===== src/rtl/bf16_dot_acc.sv =====
// Streaming BF16 dot-product: registered BF16 multiply, then a BF16 accumulate, with one result per vector.
// Optional BF16_DOT_NAN_STICKY_EN: any NaN product/sum forces the result to 16'h7FC0 and raises out_nan.

// BF16 multiply, round-to-nearest-even; subnormal inputs/results flush to signed zero.
module bf16_mul (
    input  logic [15:0] a,
    input  logic [15:0] b,
    output logic [15:0] y
);
    logic              sgn, a_nan, b_nan, a_inf, b_inf, a_zero, b_zero, grd, stk;
    logic [15:0]       prod;
    logic [6:0]        mant;
    logic [7:0]        mant_r;
    logic signed [9:0] exp_s;

    always_comb begin
        sgn    = a[15] ^ b[15];
        a_nan  = (&a[14:7]) & (|a[6:0]);
        b_nan  = (&b[14:7]) & (|b[6:0]);
        a_inf  = (&a[14:7]) & ~(|a[6:0]);
        b_inf  = (&b[14:7]) & ~(|b[6:0]);
        a_zero = ~(|a[14:7]);
        b_zero = ~(|b[14:7]);
        prod   = {8'b0, 1'b1, a[6:0]} * {8'b0, 1'b1, b[6:0]};
        exp_s  = $signed({2'b0, a[14:7]}) + $signed({2'b0, b[14:7]}) - 10'sd127;
        if (prod[15]) begin
            mant  = prod[14:8];
            grd   = prod[7];
            stk   = |prod[6:0];
            exp_s = exp_s + 10'sd1;
        end else begin
            mant  = prod[13:7];
            grd   = prod[6];
            stk   = |prod[5:0];
        end
        mant_r = {1'b0, mant} + {7'b0, grd & (stk | mant[0])};
        exp_s  = exp_s + (mant_r[7] ? 10'sd1 : 10'sd0);

        if (a_nan | b_nan | (a_inf & b_zero) | (b_inf & a_zero)) y = 16'h7FC0;
        else if (a_inf | b_inf)                                  y = {sgn, 8'hFF, 7'h0};
        else if (a_zero | b_zero)                                y = {sgn, 15'h0};
        else if (exp_s >= 10'sd255)                              y = {sgn, 8'hFF, 7'h0};
        else if (exp_s <= 10'sd0)                                y = {sgn, 15'h0};
        else                                                     y = {sgn, exp_s[7:0], mant_r[6:0]};
    end
endmodule

// BF16 add, round-to-nearest-even with guard/round/sticky; subnormals flush to zero, exact cancel gives +0.
module bf16_add (
    input  logic [15:0] a,
    input  logic [15:0] b,
    output logic [15:0] y
);
    logic              a_nan, b_nan, a_inf, b_inf, a_zero, b_zero, sub, stk;
    logic [15:0]       big;
    logic [14:0]       sml;
    logic [7:0]        d, mant_r;
    logic [31:0]       sh;
    logic [10:0]       bm, sm, n;
    logic [11:0]       sum;
    logic [3:0]        lz;
    logic signed [9:0] e;

    function automatic logic [3:0] lzc11(input logic [10:0] v);
        lzc11 = 4'd11;
        for (int i = 0; i < 11; i++)
            if (v[i]) lzc11 = 4'(10 - i);
    endfunction

    always_comb begin
        a_nan  = (&a[14:7]) & (|a[6:0]);
        b_nan  = (&b[14:7]) & (|b[6:0]);
        a_inf  = (&a[14:7]) & ~(|a[6:0]);
        b_inf  = (&b[14:7]) & ~(|b[6:0]);
        a_zero = ~(|a[14:7]);
        b_zero = ~(|b[14:7]);
        sub    = a[15] ^ b[15];
        if (b[14:0] > a[14:0]) begin
            big = b;
            sml = a[14:0];
        end else begin
            big = a;
            sml = b[14:0];
        end
        // Align the smaller operand; everything shifted out folds into the sticky bit.
        d   = big[14:7] - sml[14:7];
        sh  = {1'b1, sml[6:0], 24'b0} >> d;
        stk = (d > 8'd31) ? 1'b1 : |sh[21:0];
        bm  = {1'b1, big[6:0], 3'b0};
        sm  = {sh[31:22], stk};
        sum = sub ? ({1'b0, bm} - {1'b0, sm}) : ({1'b0, bm} + {1'b0, sm});
        e   = $signed({2'b0, big[14:7]});
        lz  = 4'd0;
        if (!sub && sum[11]) begin
            n = {sum[11:2], sum[1] | sum[0]};
            e = e + 10'sd1;
        end else begin
            lz = lzc11(sum[10:0]);
            n  = sum[10:0] << lz;
            e  = e - $signed({6'b0, lz});
        end
        mant_r = {1'b0, n[9:3]} + {7'b0, n[2] & (n[1] | n[0] | n[3])};
        e      = e + (mant_r[7] ? 10'sd1 : 10'sd0);

        if (a_nan | b_nan | (a_inf & b_inf & sub)) y = 16'h7FC0;
        else if (a_inf)                            y = a;
        else if (b_inf)                            y = b;
        else if (a_zero & b_zero)                  y = {a[15] & b[15], 15'h0};
        else if (a_zero)                           y = b;
        else if (b_zero)                           y = a;
        else if (!n[10])                           y = 16'h0000;
        else if (e >= 10'sd255)                    y = {big[15], 8'hFF, 7'h0};
        else if (e <= 10'sd0)                      y = {big[15], 15'h0};
        else                                       y = {big[15], e[7:0], mant_r[6:0]};
    end
endmodule

module bf16_dot_acc #(
    parameter int LEN_W = 8
) (
    input  logic             clk,
    input  logic             rst_n,
    input  logic             in_valid,
    output logic             in_ready,
    input  logic [15:0]      in_a,
    input  logic [15:0]      in_b,
    input  logic             in_last,
    output logic             out_valid,
    input  logic             out_ready,
    output logic [15:0]      out_data,
    output logic [LEN_W-1:0] out_cnt,
    output logic             out_nan
);
    typedef enum logic {ACC, DONE} state_t;

    typedef struct packed {
        logic        last;
        logic [15:0] val;
    } prod_t;

    state_t            state;
    prod_t             p_reg;
    logic              p_valid, first, accept;
    logic [15:0]       acc, acc_next, mul_y, add_y;
    logic [LEN_W-1:0]  cnt, cnt_next;

    bf16_mul u_mul (.a(in_a), .b(in_b),      .y(mul_y));
    bf16_add u_add (.a(acc),  .b(p_reg.val), .y(add_y));

    // Holding off the next pair while the last product drains keeps vectors from merging.
    assign in_ready = rst_n & (state == ACC) & ~(p_valid & p_reg.last);
    assign accept   = in_valid & in_ready;
    assign acc_next = first ? p_reg.val : add_y;
    assign cnt_next = first ? LEN_W'(1) : ((&cnt) ? cnt : cnt + LEN_W'(1));

`ifdef BF16_DOT_NAN_STICKY_EN
    logic nan_sticky;

    function automatic logic is_nan(input logic [15:0] v);
        return (&v[14:7]) & (|v[6:0]);
    endfunction

    always_ff @(posedge clk) begin
        if (!rst_n)
            nan_sticky <= 1'b0;
        else if (state == DONE && out_ready)
            nan_sticky <= 1'b0;
        else if (state == ACC && p_valid)
            nan_sticky <= nan_sticky | is_nan(p_reg.val) | is_nan(acc_next);
    end

    assign out_data = nan_sticky ? 16'h7FC0 : acc;
    assign out_nan  = nan_sticky;
`else
    assign out_data = acc;
    assign out_nan  = 1'b0;
`endif

    assign out_valid = (state == DONE);
    assign out_cnt   = cnt;

    always_ff @(posedge clk) begin
        if (!rst_n) begin
            state   <= ACC;
            p_valid <= 1'b0;
            p_reg   <= '0;
            first   <= 1'b1;
            acc     <= '0;
            cnt     <= '0;
        end else begin
            p_valid <= accept;
            if (accept) begin
                p_reg.val  <= mul_y;
                p_reg.last <= in_last;
            end
            case (state)
                ACC: if (p_valid) begin
                    acc   <= acc_next;
                    cnt   <= cnt_next;
                    first <= p_reg.last;
                    if (p_reg.last) state <= DONE;
                end
                DONE: if (out_ready) begin
                    state <= ACC;
                    cnt   <= '0;
                end
                default: state <= ACC;
            endcase
        end
    end
endmodule


===== config.mk =====
export PLATFORM = sky130hd
export DESIGN_NAME = bf16_dot_acc
export DESIGN_NICKNAME = d
export VERILOG_FILES = /design/src/rtl/bf16_dot_acc.sv
export SDC_FILE = /design/constraint.sdc
export NUM_CORES = 1
export LEC_CHECK = 0
export ABC_AREA = 1
export CAP_MARGIN = 25
export CORE_ASPECT_RATIO = 1.25
export CORE_UTILIZATION = 50
export CTS_CLUSTER_SIZE = 25
export DETAILED_ROUTE_END_ITERATION = 10
export PLACE_DENSITY_LB_ADDON = 0.3
export SLEW_MARGIN = 20
export SYNTH_ARGS = -nofsm -noshare
export SYNTH_HDL_FRONTEND = slang
export SYNTH_SLANG_ARGS = --single-unit

===== constraint.sdc =====
create_clock -name clk -period 10.5 [get_ports clk]
set_input_delay 1.575 -clock clk [delete_from_list [all_inputs] [get_ports clk]]
set_output_delay 1.575 -clock clk [all_outputs]
set_load 0.02 [all_outputs]

* Word level (Yosys, flattened, before mapping)
Cells that the tools add are included.
** Cells by class
- Reductions and logical operators :: 21
- Add/sub/neg operators :: 13
- Div/mod/pow operators :: 0
- Bitwise operators :: 43
- Magnitude comparators :: 6
- Equality and inequality tests :: 5
- Multiplexer cells :: 48
- Shift operators :: 2
- Multipliers :: 1
** Operators by type and width (number)
- 16-bit two-way mux :: 10
- 15-bit two-way mux :: 7
- 8-bit AND reduction :: 5
- 4-bit two-way mux :: 9
- 7-bit OR reduction :: 5
- 8-bit two-way mux :: 4
- 8-bit OR reduction :: 4
- 32-bit by 8-bit >> shifter with 32-bit output :: 1
- 22-bit OR reduction :: 1
- 10-bit adder :: 2
- 1-bit bitwise AND :: 20
- 10-bit by 9-bit >= comparator with 1-bit output, second input constant :: 2
- 10-bit by 1-bit <= comparator with 1-bit output, second input constant :: 2
- 10-bit two-way mux :: 2
- 7-bit by 1-bit adder with 8-bit output :: 2
- 8-bit by 8-bit multiplier with 16-bit output :: 1
- 8-bit one-hot mux with 2 select lines :: 1
- 15-bit > comparator :: 1
- 11-bit by 11-bit adder with 12-bit output :: 1
- 12-bit two-way mux :: 1
- 11-bit by 11-bit subtractor with 12-bit output :: 1
- 11-bit two-way mux :: 1
- 1-bit OR :: 11
- 11-bit by 4-bit << shifter with 11-bit output :: 1
- 23 further kinds :: 44
** Word-level totals
- Flip-flop bits (word level) :: 44
- Memories kept :: 0
- Bits in writable memories :: 0
- Input port bits :: 37
- ROM bits :: 0
- Bits in latches :: 0
- Output and inout bits :: 27

* Logic depth before layout (Yosys ltp)
Gate-level depths: netlist (run 1).
- Word-level depth :: 39
- Mapped depth :: 71

* Hierarchy
From an unflattened synthesis (run 1), not the netlist that was laid out.
** Unflattened totals
- Cell total of the unflattened synthesis :: 1806
- Area total of the unflattened synthesis :: 10762.8 um^2
** By module, submodules not included
- bf16_add :: area each 4695.8 um^2, times used 1, cells an instance 889
- bf16_mul :: area each 4177.8 um^2, times used 1, cells an instance 658
- bf16_dot_acc :: area each 1889.3 um^2, times used 1, cells an instance 259

* Worst setup path before layout (run 1)
No wires, ideal clock.
- Path kind :: input port to flip-flop
- From :: input in_a[1]
- To :: register p_reg[0] (netlist name)
- Setup slack :: 1.376 ns
- Required time :: 10.368 ns
- Cell stages on the path :: 46
- Library setup time :: 0.132 ns
- Path buffers :: 2
- Arrival :: 8.992 ns
- Cell sequence :: clkbuf_1 -> nand2_1 -> inv_1 -> fa_1 -> fa_1 -> inv_1 -> fa_1 -> fa_1 -> inv_1 -> ha_1 -> inv_1 -> o31ai_1 -> nand2_1 -> nand2_1 -> a21oi_1 -> o31ai_1 -> nand2_1 -> nand2_1 -> [... 10 more ...] -> o41ai_1 -> nor2_1 -> nand3_1 -> nor2_1 -> nand3_1 -> nor2_1 -> ha_1 -> ha_1 -> inv_1 -> or2_2 -> nor2_1 -> nand3b_1 -> xor2_1 -> nand4_1 -> o41ai_1 -> nor3b_1 -> nand3b_1 -> a21oi_1
** Between the ends
- Longest elaborated chain between the ends :: 14
** Ends and longest elaborated chain
- start: declaration :: line 125 : input logic [15:0] in_a,
- 8-bit by 8-bit multiplier with 16-bit output :: line 24 : prod = {8'b0, 1'b1, a[6:0]} * {8'b0, 1'b1, b[6:0]};
- 7-bit OR reduction or 6-bit OR reduction (tied branches) :: line 29, 34
- 1-bit two-way mux :: line 26 : if (prod[15]) begin
- 1-bit OR :: line 36 : mant_r = {1'b0, mant} + {7'b0, grd & (stk | mant[0])};
- 1-bit bitwise AND :: line 36
- 7-bit by 1-bit adder with 8-bit output :: line 36
- 1-bit two-way mux :: line 37 : exp_s = exp_s + (mant_r[7] ? 10'sd1 : 10'sd0);
- 10-bit adder :: line 37
- 10-bit by 1-bit <= comparator with 1-bit output :: line 43 : else if (exp_s <= 10'sd0) y = {sgn, 15'h0};
- 15-bit two-way mux :: line 43
- 15-bit two-way mux :: line 42 : else if (exp_s >= 10'sd255) y = {sgn, 8'hFF, 7'h0};
- 15-bit two-way mux :: line 41 : else if (a_zero | b_zero) y = {sgn, 15'h0};
- 15-bit two-way mux :: line 40 : else if (a_inf | b_inf) y = {sgn, 8'hFF, 7'h0};
- 16-bit two-way mux * :: line 39 : if (a_nan | b_nan | (a_inf & b_zero) | (b_inf & a_zero)) y = 16'h7FC0;
- end: declaration :: line 142 : prod_t p_reg;
Mark *: on every way between the ends. The rest lies on a longest branch, timed or not.
A chain may end at the register's enable or synchronous reset.

* Final worst setup path (run 1)
- From :: input in_a[1]
- To :: register p_reg[6] (netlist name)
Same word-level chain as after synthesis.

==> results by group, run 1 <==
Status
  • Status: complete, no violations

Clocking
  • H-tree Lvls: 2
  • # clock sinks: 44
  • CTS tree: done
  • Num CTS Buffers: 5
  • Max Buffers Root-to-Sink: 2
  • Worst-skew pair later-pin latency: 0.29 ns
  • Clock-pin slew on the worst setup and hold paths: about 0.060 ns
  • Clk root buf: clkbuf_16
  • Hold-fix buffers, CTS: 0

Critical path
  • Crit-path max cell delay: slightly below 0.6 ns
  • Worst path slowest cell: clkdlybuf4s50_1
  • Crit-path max FO: 9
  • Reg2reg start: out_data[7]
  • Setup slack, reg-to-reg: 1.23 ns
  • CP arrival: roughly 10 ns
  • CP Data Required Time: between 10 and 15 ns
  • Critical Path End Type: flip-flop
  • Setup CP Type: primary input to flip-flop
  • Most common cell on crit path: nand2_1
  • Reg2reg path depth: 64
  • Worst r2r dst: out_data[4]
  • Startpoint types: primary input

Min path
  • Hold Startpoint: out_data[14]
  • Hold path endpoint: out_data[14]
  • Worst hold stages: 2
  • Worst Hold Class: flip-flop to flip-flop

STA
  • Max-slew violations: 0
  • Setup TNS: 0 ns
  • Final worst slack: approximately 0.9 ns
  • Tcrit/Tclk final: around 91%
  • Setup Skew: 0.0105 ns
  • Unrepaired setup endpoints after global routing: no
  • Fmax: ~100 MHz
  • Hold slack: between 0.4 and 0.5 ns
  • Hold violation count in the final report: 0
  • Worst Max-Slew Pin Slew: around 0.99 ns
  • Final Critical Period: 9.61 ns
  • Final setup viols: 0
  • Rel. slew slack: around 34%

Die
  • Die area: 19200 sq um
  • Height of the die: 155 um
  • Initial Util: between 50% and 60%
  • I/O pin total: 64
  • Die Span X: around 120 um
  • Row Count: 55
  • Core Area: 18200 sq um

Yosys
  • Avg Inst Size Synth: 6.05 sq um
  • Synth warn: 0
  • Post-synth top area share: between 10% and 20%
  • Netlist cell types: 62
  • Post-Synthesis Cell Area: 9340 sq um
  • Syn Nets: around 1700
  • Yosys top cell by area: nand2_1
  • Yosys reg bits: 44
  • Seq/Total Area, Yosys: about a tenth
  • Cells after synthesis: roughly 1500
  • Area contributors post-synth: nand2_1, ha_1, inv_1

Power
  • PwrDens: 217 nW/um^2
  • Clock network power share: 7.1%
  • Peak supply drop: between 0.08 and 0.09 mV
  • Pleak: about 0.0054 uW
  • Internal Power: 924 uW
  • Switching pwr: between 1000 and 1500 uW
  • Sw Share: 58.6%
  • Sequential share of power: a little under a tenth
  • Tot Pwr: roughly 2200 uW
  • Combinational power share: 83.4%

Cells and area
  • Layout cells sized above 1: under 10%
  • Final net count: 1747
  • Max reg flops: 17
  • Final non-filler cell total: 1810
  • ANT cells: 0
  • Area Growth Syn to Fin: 10.1%

GRT
  • Vias in the first global route: roughly 9400
  • First-pass GRT wire length: around 42000 um
  • Initial antenna violation count: 0
  • Largest net degree at the start of global routing: 38
  • GRT Total Usage: between 20% and 30%
  • Remaining Overflow, GRT: 0

Flow run
  • Max_cap viols: 0

Placed design
  • Detailed Place HPWL: between 20000 and 25000 um
  • GP Congestion: about 0.96
  • Port bufs: 62
  • DP Worst Slack: about 0.15 ns
  • DP Cell Count: 1802

Detailed routing
  • Antenna viol nets, final: 0
  • Post-Route WL: between 20000 and 25000 um
  • 1st-iter DRT viols: 432
  • Vias per inst: 5.39
  • DRC: 0
  • Pre-antenna DRT Iters: 7
  • DR vias: between 9000 and 10000
  • DR WL/cell: approximately 14 um
how the worst max path moves through the flow:
stage                     endpoint  cells past startpoint     from  slack, ns
final                     p_reg[6]                     47  in_a[1]       0.89
after global routing      p_reg[3]                     47  in_a[1]       0.07
after CTS                 p_reg[0]                     47  in_a[1]       0.46
after detailed placement  p_reg[0]                     47  in_a[1]       0.15
after global placement    p_reg[2]                     47  in_a[1]       0.44
after floorplan           p_reg[0]                     46  in_a[1]       1.38
cells in the mapped netlist (all sizes together):
cell     instances
a2111o           1
a211oi           1
a21o             2
a21oi           98
a221oi           1
a22o             1
a22oi            8
a311oi           1
a31oi            6
and2             5
and3             1
buf             13
clkbuf          25
clkinv           3
conb             1
dfxtp           44
fa              39
ha              90
inv            272
mux2i            3
nand2          443
nand2b           1
nand3          120
nand3b           8
nand4           34
nor2            96
nor3            24
nor3b            3
nor4            15
nor4b            1
o2111ai          1
o211ai           8
o21a             1
o21ai           95
o21bai           2
o221a            1
o311ai           1
o31ai            5
o41ai            2
or2             14
xnor2           12
xor2            41
layout by cell type, fill, tap and decap left out, types with 3 or more instances in the layout:
cell type        count
nand2_1            411
inv_1              257
nand3_1            115
a21oi_1             97
ha_1                90
nor2_1              86
o21ai_0             85
clkdlybuf4s50_1     62
dfxtp_1             44
xor2_1              41
fa_1                39
nand4_1             33
nand2_2             24
nor3_1              21
nor4_1              15
or2_2               13
inv_2               12
xnor2_1             12
o211ai_1             8
nand3b_1             8
a22oi_1              8
nand2_4              7
o21ai_1              7
buf_4                7
nor2_2               6
a31oi_1              6
nand3_2              5
clkbuf_16            5
o31ai_1              4
and2_1               4
mux2i_1              3
inv_4                3
o21ai_2              3
kinds of logic after synthesis:
logic type                 after synthesis  share of synthesized area (%)
AOI/OAI and AO/OA                      235                           14.0
DFF                                     44                           9.43
buffers and inverters                  313                           13.0
other                                    1                         0.0402
and+or+nand+nor                        765                           37.8
xor gates and xnor gates                53                           4.97
muxes                                    3                          0.322
adders and majority gates              129                           20.4
per-stage QoR:
stage	util, %	cell area, sq um
floorplan	-	9340
global placement	55.7	10100
detailed placement	55.7	10100
CTS	56.5	10300
global route	56.6	10300
finish	56.6	10300
cell type report:
type / count / area (sq um)
clock buffers: 6 / 129
clock inverters: 2 / 16.3
repair buffers: 69 / 673
well taps: 228 / 285
multi-input cells: 1186 / 7250
flip-flops and latches: 44 / 881
fillers: 1863 / 7890
inverters: 275 / 1040
power by group through the flow:
stage | Sequential, uW | Clock (uW) | Combinational [uW]
after CTS | 211 | 161 | 1850
after floorplan | 209 | 0 | 1460
final | 212 | 158 | 1860
after global routing | 214 | 167 | 2130
after global placement | 214 | 0 | 1800
after detailed placement | 214 | 0 | 1840
layer usage:
metal | share of wire, % | up-vias | wire length [um] | GRT usage, %
li1 | - | 5048 | - | -
met1 | 40 | 4427 | 9750 | 27.1
met2 | 53 | 217 | 13000 | 51.1
met3 | 3.5 | 59 | 868 | 2.35
met5 | 0 | - | 0 | 0
met4 | 3.5 | 0 | 867 | 10.5
critical path: cells and delay by family:
family / cells / cell delay [ns]
fa+ha+maj: 7 / 2.65
buf+inv: 10 / 1.33
xor+xnor: 1 / 0.24
simple gates: 19 / 2.24
compound gates: 10 / 1.73
what timing repair did:
action	in CTS	in global routing
gates resized for setup	0	3
setup endpoints to repair	0	6
buffers inserted	0	0
Note: power is estimated with default switching activity, not from simulation.
==> run 2: changes to the inputs <==
- GPL_ROUTABILITY_DRIVEN: default -> 0
- clock period: 10.5 -> 11.95 ns (I/O delays scaled with it)
==> run 2 against run 1 <==
Global-route usage decreased by 0.61 points. Wire length decreased by 2.0%. Critical endpoint is now p_reg[5]. Largest power group unchanged. Clock skew decreased by 0.0040 ns. First-iteration DRC count increased by 28%. Combinational power decreased by 13%. Sequential power decreased by 12%. Worst hold slack got worse by 0.020 ns. Final cell count decreased by 0.33%. Setup slack improved by 0.64 ns.
==> results by group, run 2 (synthesized netlist as in run 1, its figures left out) <==
Cells and area
  • Most frequent cells in the layout: nand2_1, inv_1, nand3_1
  • Most common cell after layout, fill and taps aside: nand2_1
  • ANT cells: 0
  • Max reg flops: 17
  • Layout cells sized above 1: 6.09%
  • Area Growth Syn to Fin: 10.0%
  • Final net count: around 1700

STA
  • Final setup viols: 0
  • Unrepaired setup endpoints after global routing: no
  • Worst Max-Slew Pin Slew: between 0.9 and 1 ns
  • Hold violation count in the final report: 0
  • Tcrit/Tclk final: roughly 87%
  • Max-slew violations: 0
  • Setup TNS: 0 ns
  • Rel. slew slack: between 30 and 40%
  • Final Critical Period: ~10 ns
  • Fmax: 96.0 MHz
  • Setup Skew: 0.00644 ns
  • Hold slack: 0.467 ns

Power
  • Switching pwr: about 1100 uW
  • Sequential share of power: under 10%
  • Sw Share: between 50% and 60%
  • Peak supply drop: 0.0728 mV
  • Internal Power: approximately 850 uW
  • PwrDens: around 190 nW/um^2
  • Pleak: 0.00543 uW
  • Combinational power share: 81.7%
  • Clock network power share: under 10%

GRT
  • Remaining Overflow, GRT: 0
  • GRT Total Usage: between 20 and 30%
  • Vias in the first global route: 9131
  • First-pass GRT wire length: ~41000 um
  • Initial antenna violation count: 0
  • Largest net degree at the start of global routing: 38

Critical path
  • Startpoint types: primary input
  • CP Data Required Time: ~12 ns
  • Most common cell on crit path: nand2_1
  • CP arrival: approximately 11 ns
  • Largest delay share family, worst path: simple AND/OR/NAND/NOR gates
  • Crit-path max FO: 13
  • Setup CP Type: primary input to flip-flop
  • CP bufs+invs: 9
  • Worst path slowest cell: o41ai_2
  • Critical Path End Type: flip-flop
  • Crit-path max cell delay: approximately 0.61 ns

Clocking
  • Num CTS Buffers: 5
  • # clock sinks: 44
  • Worst-skew pair later-pin latency: 0.29 ns
  • Clock-pin slew on the worst setup and hold paths: around 0.060 ns
  • CTS tree: done
  • H-tree Lvls: 2
  • Clk root buf: clkbuf_16
  • CTS resizes: 0
  • Hold-fix buffers, CTS: 0
  • Postcts setup bufs: 0
  • Max Buffers Root-to-Sink: 2

Die
  • Die area: between 15000 and 20000 sq um
  • Die Span X: 124 um
  • Initial Util: 51.4%
  • Row Count: 55
  • Height of the die: about 150 um
  • I/O pin total: 64
  • Core Area: between 15000 and 20000 sq um

Status
  • Status: complete, no violations

Detailed routing
  • DRC: 0
  • DR WL/cell: about 13 um
  • Pre-antenna DRT Iters: 5
  • Post-Route WL: 24000 um
  • Vias per inst: ~5.4
  • 1st-iter DRT viols: 553
  • Antenna viol nets, final: 0
  • DR vias: 9752

Min path
  • Worst Hold Class: flip-flop to flip-flop

Placed design
  • Detailed Place HPWL: 20200 um
  • Port bufs: a little over 60

Flow run
  • Max_cap viols: 0
run 2: cell count changes in the layout (fill, tap and decap cells not counted), sizes merged:
cell | previous run | this run
clkinvlp | 1 | 0
clkinv | 4 | 3
bufinv | 0 | 2
buf | 7 | 2
clkbuf | 6 | 5
run 2: per-layer routing:
| metal | up-vias | part of all wire, % | routed length (um) | global-route usage, % |
|---|---|---|---|---|
| met5 | - | 0 | 0 | 0 |
| met4 | 0 | 3.1 | 750 | 10.0 |
| met3 | 55 | 4.2 | 1000 | 1.63 |
| met2 | 276 | 53 | 12700 | 49.1 |
| met1 | 4380 | 40 | 9570 | 27.6 |
| li1 | 5041 | - | - | - |
run 2: worst reg2reg max path, delay by kind of cell (launching register included):
| family | cells | cell delay [ns] |
|---|---|---|
| XOR/XNOR | 2 | 0.47 |
| AO/OA/AOI/OAI | 9 | 1.07 |
| adder cells (fa/ha/maj) | 5 | 1.50 |
| AND/OR/NAND/NOR | 39 | 4.99 |
| flip-flops | 1 | 0.42 |
| buffers and inverters | 9 | 0.75 |
run 2: final timing paths:
path | slack (ns) | cells after the start | to | startpoint
worst max-delay path | 1.54 | 46 | p_reg[5] | in_b[4]
worst min-delay path | 0.47 | 2 | p_reg[16] | p_reg[16]
worst max register to register | 2.71 | 64 | out_data[4] | out_data[7]
worst min register to register | 0.47 | 2 | p_reg[16] | p_reg[16]
run 2: area by class of cell:
class	count	area, sq um
tap	228	285
sequential	44	881
multi-input combinational	1186	7250
timing repair buffer	64	636
clock buffer	5	125
inverter	275	1040
fill	1836	7890
clock inverter	2	60.1
run 2: power by group through the flow:
stage | clock (uW) | sequential [uW] | combinational [uW]
6_report | 176 | 186 | 1620
4_1_cts | 178 | 185 | 1610
3_3_place_gp | 0 | 188 | 1580
5_1_grt | 182 | 188 | 1840
2_1_floorplan | 0 | 184 | 1290
3_5_place_dp | 0 | 189 | 1600
run 2: metrics by stage:
stage	total power (uW)	cell area, sq um	worst slack (ns)	std cells	util (%)
6_report	1980	10300	1.54	1804	56.5
5_1_grt	2210	10300	0.585	1804	56.5
4_1_cts	1970	10300	1.16	1804	56.5
3_5_place_dp	1790	10100	0.881	1797	55.5
3_3_place_gp	1770	10100	1.13	1797	55.5
2_1_floorplan	1470	9340	2.61	1543	-
==> run 3: changes to the inputs <==
- ABC_AREA: 1 -> 0
- CTS_BUF_LIST: default -> sky130_fd_sc_hd__clkbuf_2 sky130_fd_sc_hd__clkbuf_4 sky130_fd_sc_hd__clkbuf_8
- SKIP_CTS_REPAIR_TIMING: default -> 1
==> run 3 against run 2 <==
Via count increased by 8.1%. Global-route usage increased by 4.6 points. Sequential share of layout area decreased by 0.66 points. Non-clock buffer count increased by 13. Flip-flop and latch count unchanged. Core utilization increased by 0.19 points. First-iteration DRC count increased by 48%. Final cell count decreased by 8.0%. Worst hold slack improved by 0.018 ns. Fmax decreased by 7.0%. Wire length increased by 25%.
==> results by group, run 3 <==
Critical path
  • Most common cell on crit path: ha_1
  • CP Data Required Time: roughly 12 ns
  • Crit-path max FO: 15
  • Setup CP Type: flip-flop to flip-flop
  • Crit-path max cell delay: about 0.7 ns
  • CP arrival: about 11 ns
  • Startpoint types: flip-flop
  • Worst path slowest cell: nor2_1
  • Reg2reg path depth: slightly above 40
  • Critical Path End Type: flip-flop

Detailed routing
  • Antenna viol nets, final: 0
  • Vias per inst: around 6.3
  • 1st-iter DRT viols: between 800 and 900
  • Post-Route WL: between 30000 and 40000 um
  • DR vias: 10500
  • DR WL/cell: about 18 um
  • Pre-antenna DRT Iters: 6
  • DRC: 0

Die
  • Row Count: 57
  • I/O pin total: 64
  • Core Area: 19600 sq um
  • Initial Util: 51.4%
  • Die area: around 21000 sq um
  • Height of the die: around 160 um
  • Die Span X: between 100 and 150 um

Min path
  • Worst hold stages: 2
  • Worst Hold Class: flip-flop to flip-flop

Flow run
  • Max_cap viols: 0

STA
  • Setup Skew: between 0.005 and 0.006 ns
  • Hold violation count in the final report: 0
  • Worst Max-Slew Pin Slew: 1.00 ns
  • Rel. slew slack: between 30% and 40%
  • Fmax: slightly below 90 MHz
  • Final Critical Period: around 11 ns
  • Final setup viols: 0
  • Max-slew violations: 0
  • Tcrit/Tclk final: a little over nine tenths
  • Hold slack: slightly below 0.5 ns

GRT
  • First-pass GRT wire length: just under 50000 um
  • Largest net degree at the start of global routing: 39
  • Busiest layer in global routing: met2
  • GRT Total Usage: slightly below 30%
  • Grt met1 use: a little under a third
  • Initial antenna violation count: 0
  • Vias in the first global route: ~10000
  • Met2 Use GR: between 50 and 60%
  • M3 GR Usage: roughly 3.5%
  • Remaining Overflow, GRT: 0

Cells and area
  • Most frequent cells in the layout: nand2_1, inv_1, a21oi_1
  • Most common cell after layout, fill and taps aside: nand2_1
  • ANT cells: 0
  • Filler cells: about 1900
  • Layout cells sized above 1: under 10%
  • Area Growth Syn to Fin: 10.4%
  • Max reg flops: 17
  • Seq. cell area: slightly below 900 sq um
  • Final net count: ~1600
  • Footprint of the multi-input gates: 8630 sq um
  • Post-Route Utilization: between 50% and 60%

Clocking
  • H-tree Lvls: 2
  • Clock-pin slew on the worst setup and hold paths: roughly 0.09 ns
  • CTS tree: done
  • # clock sinks: 44
  • Worst-skew pair later-pin latency: roughly 0.31 ns
  • Max Buffers Root-to-Sink: 2
  • Num CTS Buffers: 5
  • Clk root buf: clkbuf_8

Yosys
  • Area contributors post-synth: ha_1, dfxtp_1, fa_1
  • Syn Nets: approximately 1500
  • Post-synth top area share: between 10% and 20%
  • Yosys reg bits: 44
  • Cells after synthesis: 1351
  • Synth warn: 0
  • Netlist cell types: a little over 100
  • Most common cell in the netlist: nand2_1
  • Most frequent cells after synthesis: nand2_1, inv_1, a21oi_1
  • Seq/Total Area, Yosys: under 10%
  • EDFF count, synth: 0
  • Yosys top cell by area: ha_1
  • Avg Inst Size Synth: around 7.5 sq um
  • Post-synth top flop: dfxtp_1
  • Async set-reset flop share out of synthesis: 0%
  • Post-Synthesis Cell Area: about 10000 sq um

Power
  • Tot Pwr: 2770 uW
  • Pleak: 0.00469 uW
  • PwrDens: approximately 250 nW/um^2
  • Peak supply drop: 0.0936 mV

Placed design
  • Port bufs: 62
  • Detailed Place HPWL: between 20000 and 25000 um

Status
  • Status: complete, no violations
run 3: worst max-delay path, delay by kind of cell, from the launching register on:
kind / cells / cell delay [ns]
flops: 1 / 0.48
compound gates: 15 / 4.04
buf+inv: 4 / 0.64
simple gates: 15 / 4.00
mux: 2 / 0.56
fa+ha+maj: 5 / 1.36
run 3: logic make-up after synthesis:
kind of cell | Yosys count | share of synthesized area, %
buffers and inverters | 162 | 6.64
multiplexers | 39 | 4.11
other | 1 | 0.0372
flip-flops | 44 | 8.74
XOR/XNOR | 59 | 5.31
AO/OA/AOI/OAI | 423 | 30.3
AND/OR/NAND/NOR | 494 | 26.0
adder cells (fa/ha/maj) | 129 | 18.9
run 3: report_power, final:
| part | switching, uW | internal [uW] | leakage (uW) |
|---|---|---|---|
| combinational | 1520 | 918 | 0.00428 |
| clock | 57.1 | 46.9 | 0.0000434 |
| sequential | 52.8 | 169 | 0.000361 |
run 3: final cells by class:
type | count | area share (%)
Multi-Input combinational cell | 1145 | 77.6
Sequential cell | 44 | 7.92
Timing Repair Buffer | 77 | 6.57
Inverter | 121 | 4.08
Tap cell | 265 | 2.98
Clock buffer | 6 | 0.742
Clock inverter | 2 | 0.135
run 3: path summary, 6_finish.rpt:
path                      end  slack [ns]         start
setup / recovery  out_data[3]        0.75  out_data[13]
hold / removal      p_reg[16]        0.49     p_reg[16]
setup reg to reg  out_data[3]        0.75  out_data[13]
hold reg to reg     p_reg[16]        0.49     p_reg[16]
run 3: metrics by stage:
stage                     TNS (ns)  area [sq um]  setup WS (ns)  std cells
after detailed placement         0         10900          0.216       1648
final                            0         11100          0.753       1660
after global placement           0         10900          0.476       1647
after CTS                        0         11000          0.157       1656
after floorplan                  0         10100           1.29       1351
after global routing       -0.0420         11100        -0.0327       1660
run 3: routing by layer:
metal / part of all wire [%] / wire length [um]
met4: 6.4 / 1940
met1: 38 / 11400
met2: 50 / 15100
met5: 0 / 0
met3: 5.5 / 1660
